**src/rtl/fetch_ctrl_if.sv**
```systemverilog
// Fetch-side bus: combinational instruction-memory port plus the valid/ready path to decode.
interface fetch_ctrl_if;
  logic [15:0] imem_addr;
  logic [15:0] imem_instr;
  logic        if_valid;
  logic [15:0] if_instr;
  logic [15:0] if_pc;
  logic        if_ready;

  modport master (
    output imem_addr,
    input  imem_instr,
    output if_valid,
    output if_instr,
    output if_pc,
    input  if_ready
  );

  modport slave (
    input  imem_addr,
    output imem_instr,
    input  if_valid,
    input  if_instr,
    input  if_pc,
    output if_ready
  );
endinterface

```
**src/rtl/fetch_ctrl.sv**
```systemverilog
// Fetch sequencer: fpc drives imem, words land in a 2-entry queue, head visible 1 cycle after enqueue;
// fetch stalls while the queue is full and if_ready is low. FETCH_PERF_CNT_EN builds the fetch_count counter.
module fetch_ctrl #(
  parameter logic [15:0] RESET_PC = 16'h0000
) (
  input  logic               clk,
  input  logic               rst_n,
  input  logic               start,
  input  logic               halt_req,
  input  logic               redirect_valid,
  input  logic [15:0]        redirect_pc,
  fetch_ctrl_if.master       bus,
  output logic [1:0]         state,
  output logic [31:0]        fetch_count
);

  typedef enum logic [1:0] {
    S_IDLE = 2'd0,
    S_RUN  = 2'd1,
    S_HALT = 2'd2
  } state_e;

  state_e      state_q;
  state_e      state_d;
  logic        run;

  logic [15:0] fpc;
  logic [1:0]  cnt;
  logic [15:0] head_instr;
  logic [15:0] head_pc;
  logic [15:0] tail_instr;
  logic [15:0] tail_pc;
  logic        deq;
  logic        enq;

  // State register
  always_ff @(posedge clk or negedge rst_n) begin
    if (!rst_n) begin
      state_q <= S_IDLE;
    end else begin
      state_q <= state_d;
    end
  end

  // halt_req outranks start once the core has been started; IDLE only listens to start
  always_comb begin
    state_d = state_q;
    case (state_q)
      S_IDLE:  if (start) state_d = S_RUN;
      S_RUN:   if (halt_req) state_d = S_HALT;
      S_HALT:  if (!halt_req && start) state_d = S_RUN;
      default: state_d = S_IDLE;
    endcase
  end

  always_comb begin
    state = state_q;
    run   = 1'b0;
    if (state_q == S_RUN) run = 1'b1;
  end

  assign deq = (cnt != 2'd0) && bus.if_ready;
  assign enq = run && !halt_req && !redirect_valid && ((cnt != 2'd2) || deq);

  always_ff @(posedge clk or negedge rst_n) begin
    if (!rst_n) begin
      fpc <= RESET_PC;
    end else if (redirect_valid) begin
      fpc <= redirect_pc & 16'hFFFE;
    end else if (enq) begin
      fpc <= fpc + 16'd2;
    end
  end

  // Head/tail shift queue: the head register feeds if_* directly so decode never sees imem combinationally
  always_ff @(posedge clk or negedge rst_n) begin
    if (!rst_n) begin
      cnt        <= 2'd0;
      head_instr <= 16'h0000;
      head_pc    <= 16'h0000;
      tail_instr <= 16'h0000;
      tail_pc    <= 16'h0000;
    end else if (redirect_valid) begin
      cnt <= 2'd0;
    end else begin
      if (enq && ((cnt == 2'd0) || ((cnt == 2'd1) && deq))) begin
        head_instr <= bus.imem_instr;
        head_pc    <= fpc;
      end else if (deq) begin
        head_instr <= tail_instr;
        head_pc    <= tail_pc;
      end
      if (enq && (((cnt == 2'd1) && !deq) || ((cnt == 2'd2) && deq))) begin
        tail_instr <= bus.imem_instr;
        tail_pc    <= fpc;
      end
      cnt <= cnt + {1'b0, enq} - {1'b0, deq};
    end
  end

  assign bus.imem_addr = fpc;
  assign bus.if_valid  = (cnt != 2'd0);
  assign bus.if_instr  = head_instr;
  assign bus.if_pc     = head_pc;

`ifdef FETCH_PERF_CNT_EN
  logic [31:0] fetch_cnt_q;

  always_ff @(posedge clk or negedge rst_n) begin
    if (!rst_n) begin
      fetch_cnt_q <= 32'h0;
    end else if (enq) begin
      fetch_cnt_q <= fetch_cnt_q + 32'd1;
    end
  end

  assign fetch_count = fetch_cnt_q;
`else
  assign fetch_count = 32'h0;
`endif

endmodule

```
**src/flat_wrapper.sv**
```systemverilog
// flat-port wrapper written by rule: the top's interface ports become plain ports
module fetch_ctrl_flat 
#(
  parameter logic [15:0] RESET_PC = 16'h0000
)
  (clk, rst_n, start, halt_req, redirect_valid, redirect_pc, state, fetch_count, bus_imem_addr, bus_imem_instr, bus_if_valid, bus_if_instr, bus_if_pc, bus_if_ready);
  fetch_ctrl_if bus_i ();
  input  logic clk;
  input  logic rst_n;
  input  logic start;
  input  logic halt_req;
  input  logic redirect_valid;
  input  logic [15:0] redirect_pc;
  output logic [1:0] state;
  output logic [31:0] fetch_count;
  output wire logic [$bits(bus_i.imem_addr)-1:0] bus_imem_addr;
  input wire logic [$bits(bus_i.imem_instr)-1:0] bus_imem_instr;
  output wire logic [$bits(bus_i.if_valid)-1:0] bus_if_valid;
  output wire logic [$bits(bus_i.if_instr)-1:0] bus_if_instr;
  output wire logic [$bits(bus_i.if_pc)-1:0] bus_if_pc;
  input wire logic [$bits(bus_i.if_ready)-1:0] bus_if_ready;
  assign bus_imem_addr = bus_i.imem_addr;
  assign bus_i.imem_instr = bus_imem_instr;
  assign bus_if_valid = bus_i.if_valid;
  assign bus_if_instr = bus_i.if_instr;
  assign bus_if_pc = bus_i.if_pc;
  assign bus_i.if_ready = bus_if_ready;
  fetch_ctrl #(.RESET_PC(RESET_PC)) u_core (.clk(clk), .rst_n(rst_n), .start(start), .halt_req(halt_req), .redirect_valid(redirect_valid), .redirect_pc(redirect_pc), .bus(bus_i), .state(state), .fetch_count(fetch_count));
endmodule
```
**config.mk**
```make
export PLATFORM = sky130hd
export DESIGN_NAME = fetch_ctrl_flat
export DESIGN_NICKNAME = d
export VERILOG_FILES = /design/src/rtl/fetch_ctrl_if.sv /design/src/rtl/fetch_ctrl.sv /design/src/flat_wrapper.sv
export SDC_FILE = /design/constraint.sdc
export NUM_CORES = 1
export LEC_CHECK = 0
export BUFFER_PORTS_ARGS = -buffer_cell sky130_fd_sc_hd__clkbuf_2
export CAP_MARGIN = 20
export CORE_ASPECT_RATIO = 1.5
export CORE_UTILIZATION = 44
export CTS_CLUSTER_DIAMETER = 30
export DETAILED_ROUTE_END_ITERATION = 6
export PLACE_DENSITY = 0.7
export SETUP_SLACK_MARGIN = 0.4
export SYNTH_ARGS = -nofsm -noshare
export SYNTH_HDL_FRONTEND = slang
export SYNTH_SLANG_ARGS = --single-unit
```
**constraint.sdc**
```tcl
create_clock -name clk -period 3.9 [get_ports clk]
set_input_delay 0.195 -clock clk [delete_from_list [all_inputs] [get_ports clk]]
set_output_delay 0.195 -clock clk [all_outputs]
set_load 0.05 [all_outputs]
```
# Yosys cells after proc, flatten, opt, wreduce, memory -nomap -nowiden
# Index checks and enable logic that the tools add are counted.
# classes
n_addsub	3
n_mul	0
div	0
magnitude_cmp	0
n_eq_ne	8
n_shift	0
muxes	12
bitwise	1
n_reduce_logical	24
# op_table
operator	n
$mux W16	6
$add A16 B2 Y16 const B	1
$logic_and A1 B1 Y1	10
$mux W2	4
$ne A2 B2 Y1 const B	3
$pmux W2 S3	1
$reduce_bool A2 Y1	3
$eq A2 B1 Y1 const B	2
$eq A2 B2 Y1 const B	2
$logic_not A2 Y1	2
$reduce_and A2 Y1	2
$logic_not A1 Y1	3
$logic_or A1 B1 Y1	3
$reduce_and A3 Y1	1
$add A2 B1 Y2	1
$ne A2 B1 Y1 const B	1
$sub A2 B1 Y2	1
$mux W1	1
$not A1 Y1	1
# word_totals
ff_bits	84
latch_bits	0
ram_bits	0
mem_bits_ro	0
in_bits	38
out_inout_bits	83
elab_cells	55
memories	0

# Depth between registers and ports, before layout
# Gate-level depths: netlist of the first run.
# logic_depth
ltp_word	8
ltp_mapped	7
depth_no_buf	6

# Worst setup path after synthesis of the first run
# OpenSTA, ideal clock, no wires.
# synth_timing
path_type	reg-to-reg
startpoint	register u_core.state_q[0], in the netlist u_core.state[0]
endpoint	register u_core.tail_instr[0]
setup_time_ns	0.125
arrival_time_ns	2.259
required_time_ns	3.775
slack_ns	1.516
stages_incl_launch_ff	7
n_path_buf	2
synth_period_minus_slack_ns	2.384
cell_sequence	dfrtp_1 > or3b_1 > buf_4 > or2_4 > nor3_4 > buf_6 > mux2_2
# synth_between
elab_chain_len	7
# synth_lines
element	line_no	text
from (decl)	fetch_ctrl.sv:23	state_e state_q;
from (signal assigned)	fetch_ctrl.sv:41	state_q <= state_d;
$eq A2 B1 Y1	fetch_ctrl.sv:59	if (state_q == S_RUN) run = 1'b1;
$mux W1	fetch_ctrl.sv:59	
$logic_and A1 B1 Y1 (3 in series)	fetch_ctrl.sv:63	assign enq = run && !halt_req && !redirect_valid && ((cnt != 2'd2) || deq);
$logic_and A1 B1 Y1	fetch_ctrl.sv:93	if (enq && (((cnt == 2'd1) && !deq) || ((cnt == 2'd2) && deq))) begin
$reduce_and A2 Y1 (no source line)	n/a	
to (signal assigned)	fetch_ctrl.sv:94	tail_instr <= bus.imem_instr;
to (decl)	fetch_ctrl.sv:31	logic [15:0] tail_instr;
# Every way passes these cells.
# A chain may end at the register's enable or synchronous reset.

# Final worst setup path of the first run
# layout_timing
startpoint	register u_core.state_q[0], in the netlist u_core.state[0]
endpoint	register u_core.tail_instr[6]
# The elaborated chain is that of the path after synthesis.

==> results of run 1 <==
[what timing repair did]
item / 4_1_cts / 5_1_grt
endpoints found under the setup margin: 0 / 0
hold buffers: 0 / 1
hold endpoints to repair: 0 / 10
[per-layer routing]
| layer | vias to the layer above | global-route usage [%] | wire [um] |
|---|---|---|---|
| met3 | 20 | 3.60 | 354 |
| li1 | 1378 | - | - |
| met1 | 1424 | 22.0 | 3370 |
| met5 | - | 0 | 0 |
| met4 | 0 | 11.0 | 297 |
| met2 | 93 | 31.4 | 4260 |
[flip-flops by register name, summed over array words and instances, names as in the netlist]
name	flops
u_core.cnt	2
u_core.tail_instr	16
u_core.tail_pc	15
u_core.bus.imem_addr	15
u_core.state	2
u_core.bus.if_pc	15
u_core.bus.if_instr	16
[Yosys cell counts, types with 6 or more instances]
| cell type | n |
|---|---|
| o21ai_0 | 42 |
| buf_4 | 35 |
| nand2_1 | 50 |
| clkbuf_1 | 15 |
| nor2_1 | 6 |
| mux2i_1 | 37 |
| mux2_2 | 30 |
| dfrtp_1 | 81 |
| xnor2_1 | 8 |
[cell type report]
class                      count  area (um2)
multi-input combinational    263        1780
timing repair buffer          93         510
clock inverter                 3        18.8
tap                          110         138
inverter                       5        18.8
clock buffer                  11         243
sequential                    81        2030
fill                         832        4150
[worst paths after layout]
| path | end | slack (ns) | cells past startpoint | startpoint |
|---|---|---|---|---|
| max in group asynchronous | u_core.bus.if_instr[5] | 3.09 | 3 | rst_n |
| worst max register to register | u_core.tail_instr[6] | 1.55 | 5 | u_core.state[0] |
| worst max-delay path | u_core.tail_instr[6] | 1.55 | 5 | u_core.state[0] |
| worst min register to register | u_core.tail_instr[2] | 0.49 | 1 | u_core.tail_instr[2] |
| worst min-delay path | u_core.state[1] | 0.07 | 2 | start |
| min in group asynchronous | u_core.bus.imem_addr[7] | 0.23 | 2 | rst_n |
[cells by family after synthesis]
group,after synthesis,share of synthesized area (%)
buffers and inverters,59,9.29
and+or+nand+nor,96,12.7
adders and majority gates,2,0.619
xor gates and xnor gates,10,2.17
AOI/OAI and AO/OA,53,7.21
other,1,0.0928
muxes,68,17.8
DFF,81,50.2
[placed cells by master (no fill, tap or decap), types with 2 or more instances in the layout]
cell | synthesis | final
nor2b_1 | 4 | 4
nand2_1 | 50 | 50
nand3_1 | 5 | 5
xnor2_1 | 8 | 8
mux2i_1 | 37 | 37
nor3b_1 | 2 | 2
inv_1 | 5 | 5
nor2_1 | 6 | 6
buf_4 | 35 | 7
nand2b_1 | 3 | 3
ha_1 | 2 | 2
conb_1 | 1 | 34
clkbuf_16 | 0 | 9
clkbuf_2 | 0 | 84
o21ai_0 | 42 | 42
clkinv_2 | 0 | 2
xor2_1 | 2 | 2
a22oi_1 | 3 | 3
dfrtp_1 | 81 | 81
nand4_1 | 5 | 5
nor4_1 | 5 | 5
nor3_1 | 5 | 5
mux2_2 | 30 | 30
[stage by stage]
step / total power (uW) / hold slack [ns] / utilization (%) / cells
3_3_place_gp: 2550 / 0.392 / 49.9 / 550
5_1_grt: 3500 / 0.0703 / 53.3 / 566
2_1_floorplan: 2280 / -0.101 / - / 403
3_5_place_dp: 2590 / 0.413 / 49.9 / 550
4_1_cts: 3360 / 0.0589 / 52.9 / 564
6_report: 3320 / 0.0653 / 53.3 / 566
[power groups by stage]
stage	sequential, uW	clock, uW	combinational [uW]
finish	1240	754	1320
global route	1280	804	1410
CTS	1250	775	1340
detailed placement	1260	0	1330
global placement	1240	0	1300
floorplan	1850	0	423
==> summary.txt, run 1 <==
STA
  – Part of the cycle the worst path needs: 60.1%
  – RSZ-0062 raised after global routing: no
  – Total negative slack for setup checks: 0 ns
  – Final Max Tran Viols: 0
  – Setup violations, final: 0
  – Measured slew at the worst slew-check pin: 0.862 ns
  – Final number of hold-violating endpoints: 0
  – Fmax achieved: 426 MHz
  – Relative slew margins: 42.5%
  – Min Tclk post-route: 2.35 ns
  – Setup WS post-layout: 1.55 ns
  – Maximum clock skew at final layout: 0.00374 ns

Global routing
  – Remaining global-route overflow: 0
  – Wire length of the first global-routing pass: 13,600 um
  – Pin count of the biggest net entering global routing: 82
  – Number of antenna violations at the first check in global routing: 0
  – Vias in the first global route: 2,827
  – All-Layer GR Usage: 18.8%

Place
  – Pre-CTS setup slack: 1.56 ns
  – Count of input and output buffers: 85
  – Routability-driven placement congestion ratio: 0.762
  – Placed cell areas: 4430 um2
  – Detail Placement HPWL: 5670 um

Cells and area
  – Count of antenna diodes in the layout: 0
  – Area of all placed cells without fillers: 4730 um2
  – Ratio of cells with drive above 1 in the final layout: 31.4%
  – Area growth from synthesis to layout: 17.1%
  – Count of nets after finishing: 493

Floorplanning
  – Effective utilization at floorplan: 45.5%
  – Total Die Area: 9580 um2
  – Die Span X: 80.3 um
  – Num rows: 42
  – Area of the placeable core: 8880 um2
  – Number of top-level design ports: 121
  – Die Ht: 119 um

Routing
  – Number of nets still failing antenna checks after routing: 0
  – Total DRC errors in the routed layout: 0
  – Via count normalized by instance count: 5.15
  – Post-detailed-route wirelength per cell: 14.6 um
  – Total number of vias: 2,915
  – Starting DRC count in detailed routing: 103
  – Count of TritonRoute iterations in the first routing pass: 6
  – Wire length after detailed routing: 8280 um

Synthesis
  – Synthesized area per cell: 10.9 um2
  – Warnings from Yosys: 0
  – Share of flip-flops with an asynchronous set or reset: 100%
  – Post-Synthesis Cells: 370
  – Yosys cell types: 42
  – Proportion of synthesized chip area in sequential cells: 50.2%
  – Yosys top cell area share: 50.2%
  – Register bit total from synthesis: 81
  – Primary FF master, synth: dfrtp_1
  – Ranking of synthesized cells by area: dfrtp_1 (50%), mux2i_1 (9.2%), mux2_2 (8.4%)
  – Number of enable flip-flop cells after synthesis: 0
  – Post-synth design cell area: 4040 um2
  – Top cell type by total area after synthesis: dfrtp_1

Worst setup path
  – Ordered list of cells on the worst path: or3b_1 -> or2_4 -> nor3_4 -> buf_4 -> mux2_2
  – Data required time of the critical path: 4.12 ns
  – Largest delay contributor family on the critical path: simple AND/OR/NAND/NOR gates
  – Biggest fanout along the worst timing path: 17
  – Endpoint class of the critical path: flop
  – CP peak stage delay: 0.60 ns
  – Sort of element at the start of the critical path: flop
  – Critical path data arrival time: 2.56 ns
  – Slowest stage cell, crit path: or3b_1
  – Category of the critical setup timing path: flop to flop
  – Number of buffers and inverters on the critical path: 1

Clock network
  – Maximum level of the CTS H-tree: 3
  – CTS tree: yes
  – Skew-Pair Late Insertion Delay: 0.33 ns
  – Postcts setup bufs: 0
  – Maximum buffer depth of the clock tree: 2
  – Post-cts resize count: 0
  – Clock tree root driver cell: clkbuf_16
  – Clock transition at the register clock pins on the worst setup and hold paths after CTS: 0.06 ns
  – Clock buffers created by TritonCTS: 9
  – Number of clock sinks: 81

Power
  – Worst ir drop on vdd: 0.000426 V
  – Sw frac: 44.8%
  – Static leakage: 0.00222 uW
  – Portion of total power attributed to sequential cells: 37.4%
  – Power Density: 702 nW/um2
  – Clock share of power: 22.7%
  – Internal Pwr Total: 1830 uW
  – Switching component of the power: 1490 uW
  – Gate power share: 39.9%

Run status
  – Result of the run: complete, no violations

Run
  – Max-cap violations: 0

Hold path
  – Hold WC Path Type: primary input to flop
(Power assumes the default switching activity.)
==> inputs of run 2 (changes only) <==
- clock period: 3.9 -> 2.4 ns (I/O delays scaled with it)
==> run 2 against run 1 <==
Sequential cell count unchanged. Highest routed layer unchanged. Via count up 3.4%. Core utilization increased by 5.5 points. Hold slack lost 0.057 ns. Combinational power is 73% higher. Sequential power increased by 62%. Sequential share of layout area is 3.9 points lower. Wire length increased by 8.6%. First-iteration DRC count is 12% higher. Largest power group unchanged. Clock skew is 0.0014 ns higher. Setup slack worse by 1.2 ns.
==> summary.txt, run 2 (synthesized netlist as in run 1, its figures left out) <==
STA
  – Relative slew margins: 60.0% (+17 points)
  – Final hold slack: 0.00846 ns (-0.0568 ns)
  – Maximum clock skew at final layout: 0.00516 ns (+0.00142 ns)
  – Fmax achieved: 500 MHz (+17%)
  – RSZ-0062 raised after global routing: yes
  – Setup WS post-layout: 0.400 ns (-1.16 ns)
  – Setup violations, final: 0 (unchanged)
  – Final Max Tran Viols: 0 (unchanged)
  – Part of the cycle the worst path needs: 83.3% (+23 points)
  – Min Tclk post-route: 2.00 ns (-0.345 ns)
  – Final number of hold-violating endpoints: 0 (unchanged)
  – Measured slew at the worst slew-check pin: 0.601 ns (-0.262 ns)
  – Total negative slack for setup checks: 0 ns (unchanged)

Power
  – Clock share of power: 28.4% (+5.7 points)
  – Sw frac: 41.4% (-3.4 points)
  – Worst ir drop on vdd: 0.000534 V (+25%)
  – Static leakage: 0.00241 uW (+8.7%)
  – Power Density: 1150 nW/um2 (+64%)
  – Internal Pwr Total: 3510 uW (+91%)
  – Portion of total power attributed to sequential cells: 33.6% (-3.8 points)
  – Switching component of the power: 2480 uW (+67%)
  – Total Power: 5990 uW (+80%)
  – Gate power share: 38.0% (-1.9 points)

Routing
  – Total number of vias: 3,014 (+3.4%)
  – Starting DRC count in detailed routing: 115 (+12%)
  – Number of nets still failing antenna checks after routing: 0 (unchanged)
  – Count of TritonRoute iterations in the first routing pass: 4 (-2)
  – Post-detailed-route wirelength per cell: 15.2 um (+4.0%)
  – Wire length after detailed routing: 8990 um (+8.6%)
  – Via count normalized by instance count: 5.10 (-0.98%)
  – Total DRC errors in the routed layout: 0 (unchanged)

Hold path
  – Hold WC Path Type: primary input to flop
  – Hold path endpoint: u_core.bus.imem_addr[14]
  – Startpoint of the worst hold path: redirect_pc[14]
  – Cells on Worst Hold Path: 3 (+1)

Worst setup path
  – Endpoint class of the critical path: flop
  – Data required time of the critical path: 2.62 ns (-1.50 ns)
  – Critical path data arrival time: 2.22 ns (-0.34 ns)
  – Biggest fanout along the worst timing path: 6 (-11)
  – Reg-to-reg startpoint: u_core.state[1]
  – Reg-to-reg critical path endpoint: u_core.tail_instr[3]
  – Sort of element at the start of the critical path: flop
  – R2r worst-path depth: 6 (+1)
  – Category of the critical setup timing path: flop to flop
  – R2R Setup Slk: 0.40 ns (-1.16 ns)

Floorplanning
  – Effective utilization at floorplan: 45.5% (unchanged)
  – Die Ht: 119 um (unchanged)
  – Area of the placeable core: 8880 um2 (unchanged)
  – Num rows: 42 (unchanged)
  – Total Die Area: 9580 um2 (unchanged)
  – Number of top-level design ports: 121 (unchanged)
  – Die Span X: 80.3 um (unchanged)

Global routing
  – Wire length of the first global-routing pass: 14,400 um (+5.6%)
  – All-Layer GR Usage: 19.9% (+1.1 points)
  – Remaining global-route overflow: 0 (unchanged)
  – Number of antenna violations at the first check in global routing: 0 (unchanged)
  – Pin count of the biggest net entering global routing: 49 (-40%)
  – Vias in the first global route: 2,901 (+2.6%)

Place
  – Routability-driven placement congestion ratio: 0.787 (+3.3%)
  – Count of input and output buffers: 85 (unchanged)
  – Pre-CTS setup slack: 0.317 ns (-1.24 ns)
  – Detail Placement HPWL: 5770 um (+1.7%)

Clock network
  – CTS tree: yes
  – Skew-Pair Late Insertion Delay: 0.33 ns (about the same)
  – Clock buffers created by TritonCTS: 9 (unchanged)
  – Clock tree root driver cell: clkbuf_16
  – Number of clock sinks: 81 (unchanged)
  – Maximum buffer depth of the clock tree: 2 (unchanged)
  – Maximum level of the CTS H-tree: 3 (unchanged)
  – Clock transition at the register clock pins on the worst setup and hold paths after CTS: 0.06 ns (about the same)

Cells and area
  – Count of antenna diodes in the layout: 0 (unchanged)
  – Number of filler cells placed in the layout: 742 (-11%)
  – Count of nets after finishing: 516 (+4.7%)
  – Most used cells in the layout excluding fill and tap cells: clkbuf_2 (84), dfrtp_1 (79), nand2_1 (50)
  – Most common cell after layout, fill and taps aside: clkbuf_2
  – Ratio of cells with drive above 1 in the final layout: 33.9% (+2.5 points)
  – Area growth from synthesis to layout: 29.1%

Run status
  – Result of the run: complete, no violations

Run
  – Max-cap violations: 0 (unchanged)
## run 2: cell count changes in the layout (fill, tap and decap cells not counted), sizes merged
cell | before | now
bufinv | 0 | 4
dlygate4sd3 | 1 | 12
clkinv | 3 | 1
clkbuf | 95 | 96
buf | 8 | 18
inv | 5 | 6
## run 2: power by group through the flow
stage	Combinational, uW	Sequential (uW)	Clock [uW]
after global placement	2130	2030	0
after global routing	2420	2060	1780
after detailed placement	2170	2040	0
after CTS	2250	2010	1730
after floorplan	695	3010	0
final	2280	2010	1700
## run 2: worst max-delay path, stage by stage (launching register included)
cell and delay, ns:
dfrtp_2 0.39, or3b_4 0.40, or2_4 0.28, nor3_4 0.18
buf_6 0.15, clkbuf_16 0.14, mux2_2 0.33
## run 2: worst max-delay path by stage
stage,startpoint,end,slack [ns],cells after the start
detailed placement,u_core.state[1],u_core.tail_instr[3],0.32,5
global placement,u_core.state[1],u_core.tail_instr[9],0.34,5
floorplan,u_core.state[0],u_core.tail_instr[0],0.23,6
finish,u_core.state[1],u_core.tail_instr[3],0.40,6
global route,u_core.state[1],u_core.tail_instr[3],0.34,6
CTS,u_core.state[1],u_core.tail_pc[5],0.36,6
## run 2: cell type report
cell class                 instances  area, um2  area share [%]
inverter                           5       18.8           0.360
timing repair buffer             116        786            15.1
clock buffer                      10        239            4.58
clock inverter                     6        138            2.64
tap                              110        138            2.64
sequential                        81       2030            38.9
multi-input combinational        263       1870            35.8
## run 2: metrics by stage
step / cell area, um2 / utilization [%] / std cells
after global routing: 5220 / 58.7 / 591
after detailed placement: 4480 / 50.4 / 552
after CTS: 5070 / 57.1 / 588
final: 5220 / 58.7 / 591
after floorplan: 4170 / - / 403
after global placement: 4480 / 50.4 / 552
## run 2: timing repair
item | CTS | global route
endpoints found under the setup margin | 33 | 53
gates resized for setup | 3 | 24
hold endpoints to repair | 55 | 0
buffers inserted | 7 | 1
hold buffers | 12 | 0
pin swaps | 2 | 4
cloned | 1 | 2
## run 2: routing by layer
metal	vias to the layer above	wire length, um	GRT usage (%)
met5	-	0	0
met4	0	276	10.2
met3	20	361	3.75
met2	87	4650	33.5
met1	1480	3710	23.9
li1	1427	-	-
==> inputs of run 3 (changes only) <==
- clock period: 2.4 -> 1.9 ns (I/O delays scaled with it)
==> run 3 against run 2 <==
The flow now finishes with violations (negative setup slack). Critical path type unchanged. Core utilization is 9.3 points higher. Critical endpoint is now u_core.tail_instr[15]. Hold slack worse by 0.0066 ns. Total power grew 33%.
==> summary.txt, run 3 (synthesized netlist as in run 1, its figures left out) <==
Run status
  – Result of the run: finished with violations
  – Violated checks: negative setup slack

STA
  – Relative slew margins: 64.3% (+4.4 points)
  – Measured slew at the worst slew-check pin: 0.535 ns (-0.0656 ns)
  – Fmax achieved: 492 MHz (-1.6%)
  – Setup WS post-layout: -0.133 ns (-0.532 ns)
  – Final hold slack: 0.00182 ns (-0.00663 ns)
  – Maximum clock skew at final layout: 0.00811 ns (+0.00295 ns)
  – Final number of hold-violating endpoints: 0 (unchanged)
  – RSZ-0062 raised after global routing: yes
  – Setup violations, final: 65 (+65)
  – Min Tclk post-route: 2.03 ns (+0.0323 ns)
  – Part of the cycle the worst path needs: 107% (+24 points)
  – Final Max Tran Viols: 0 (unchanged)

Cells and area
  – Count of antenna diodes in the layout: 0 (unchanged)
  – Most used cells in the layout excluding fill and tap cells: clkbuf_2 (83), dfrtp_1 (71), mux2i_1 (37)
  – Area growth from synthesis to layout: 49.4%
  – Ratio of cells with drive above 1 in the final layout: 47.9% (+14 points)
  – Area of all placed cells without fillers: 6040 um2 (+16%)
  – Non-filler cells, final: 645 (+9.1%)
  – Most common cell after layout, fill and taps aside: clkbuf_2
  – Count of nets after finishing: 570 (+10%)

Worst setup path
  – Biggest fanout along the worst timing path: 8 (+2)
  – Last element of the critical path: u_core.tail_instr[15]
  – Reg-to-reg startpoint: u_core.state[1]
  – Data required time of the critical path: 2.12 ns (-0.50 ns)
  – Worst setup startpoint: u_core.state[1]
  – Critical path data arrival time: 2.26 ns (+0.04 ns)
  – R2r worst-path depth: 6 (unchanged)
  – Category of the critical setup timing path: flop to flop
  – Reg-to-reg critical path endpoint: u_core.tail_instr[15]
  – Sort of element at the start of the critical path: flop
  – Endpoint class of the critical path: flop
  – R2R Setup Slk: -0.13 ns (-0.53 ns)

Routing
  – Count of TritonRoute iterations in the first routing pass: 4 (unchanged)
  – Total DRC errors in the routed layout: 0 (unchanged)
  – Wire length after detailed routing: 10,900 um (+21%)
  – Number of nets still failing antenna checks after routing: 0 (unchanged)
  – Post-detailed-route wirelength per cell: 16.9 um (+11%)
  – Starting DRC count in detailed routing: 184 (+60%)
  – Total number of vias: 3,335 (+11%)
  – Via count normalized by instance count: 5.17 (+1.4%)

Global routing
  – Remaining global-route overflow: 0 (unchanged)
  – Met2 Usage GRT: 39.7% (+6.2 points)
  – Vias in the first global route: 3,281 (+13%)
  – Wire length of the first global-routing pass: 16,300 um (+14%)
  – Pin count of the biggest net entering global routing: 44 (-10%)
  – Met3 usage: 3.75% (unchanged)
  – Most Crowded Layer GR: met2
  – All-Layer GR Usage: 23.0% (+3.1 points)
  – Routing usage on met1: 26.6% (+2.8 points)
  – Number of antenna violations at the first check in global routing: 0 (unchanged)

Power
  – Worst ir drop on vdd: 0.000762 V (+43%)
  – Total Power: 7970 uW (+33%)
  – Gate power share: 43.9% (+5.9 points)
  – Power Density: 1320 nW/um2 (+15%)
  – Internal Pwr Total: 4510 uW (+29%)
  – Sw frac: 43.4% (+1.9 points)
  – Portion of total power attributed to sequential cells: 32.5% (-1.1 points)
  – Static leakage: 0.00280 uW (+16%)
  – Clock share of power: 23.6% (-4.8 points)
  – Switching component of the power: 3460 uW (+39%)

Clock network
  – Maximum buffer depth of the clock tree: 2 (unchanged)
  – Number of clock sinks: 81 (unchanged)
  – Clock transition at the register clock pins on the worst setup and hold paths after CTS: 0.06 ns (about the same)
  – CTS tree: yes
  – Maximum level of the CTS H-tree: 3 (unchanged)
  – Clock tree root driver cell: clkbuf_16
  – Skew-Pair Late Insertion Delay: 0.34 ns (about the same)
  – Clock buffers created by TritonCTS: 9 (unchanged)

Place
  – Routability-driven placement congestion ratio: 0.786 (-0.15%)
  – Pre-CTS setup slack: -0.135 ns (-0.453 ns)
  – Count of input and output buffers: 85 (unchanged)
  – Placed cell areas: 4600 um2 (+2.6%)
  – Detail Placement HPWL: 6140 um (+6.4%)
  – Total placed cells including tap cells: 563 (+2.0%)

Floorplanning
  – Die Ht: 119 um (unchanged)
  – Number of top-level design ports: 121 (unchanged)
  – Num rows: 42 (unchanged)
  – Effective utilization at floorplan: 45.5% (unchanged)
  – Area of the placeable core: 8880 um2 (unchanged)
  – Die Span X: 80.3 um (unchanged)
  – Total Die Area: 9580 um2 (unchanged)

Hold path
  – Hold WC Path Type: primary input to flop

Run
  – Max-cap violations: 0 (unchanged)
-- run 3: metrics by stage --
| step | setup TNS, ns | utilization (%) |
|---|---|---|
| final | -5.76 | 68.0 |
| after global routing | -8.63 | 68.0 |
| after detailed placement | -3.20 | 51.8 |
| after floorplan | -8.96 | - |
| after global placement | -1.59 | 51.8 |
| after CTS | -1.68 | 64.3 |
-- run 3: power by group through the flow --
stage | registers [uW] | clock network (uW) | logic, uW
2_1_floorplan | 3820 | 0 | 881
3_3_place_gp | 2570 | 0 | 2760
3_5_place_dp | 2590 | 0 | 2820
4_1_cts | 2570 | 1910 | 3190
5_1_grt | 2640 | 1980 | 3680
6_report | 2590 | 1880 | 3500
-- run 3: layout make-up --
class / instances / area [um2]
Fill cell: 665 / 2840
Multi-Input combinational cell: 263 / 2110
Sequential cell: 81 / 2040
Timing Repair Buffer: 170 / 1410
Clock buffer: 10 / 229
Tap cell: 110 / 138
Clock inverter: 6 / 91.3
Inverter: 5 / 18.8
-- run 3: worst min path at each step --
stage	from	to	slack, ns	cells after the start
2_1_floorplan	rst_n	u_core.bus.if_instr[0]	-0.20	0
3_3_place_gp	rst_n	u_core.bus.imem_addr[9]	0.10	1
3_5_place_dp	rst_n	u_core.bus.imem_addr[8]	0.12	1
4_1_cts	redirect_pc[10]	u_core.bus.imem_addr[10]	0.005	3
5_1_grt	bus_imem_instr[2]	u_core.bus.if_instr[2]	0.03	3
6_report	halt_req	u_core.state[1]	0.002	3
-- run 3: worst max-delay path: stages, from the launching register on --
cell	delay, ns
dfrtp_2	0.40
or3b_4	0.42
or2_4	0.26
nor3_4	0.17
buf_4	0.18
buf_6	0.17
mux2_4	0.32
-- run 3: what timing repair did --
action | 4_1_cts | 5_1_grt
cloned | 6 | 1
pin swaps | 8 | 31
hold buffers | 32 | 1
buffers inserted | 18 | 9
endpoints found under the setup margin | 79 | 81
endpoints found under the hold margin | 77 | 1
resized for setup | 59 | 90
-- run 3: layer usage --
metal / vias to the layer above / routed length [um] / share of wire, %
met2: 113 / 5800 / 53
li1: 1539 / - / -
met5: - / 0 / 0
met3: 25 / 400 / 3.7
met1: 1658 / 4320 / 40
met4: 0 / 390 / 3.6
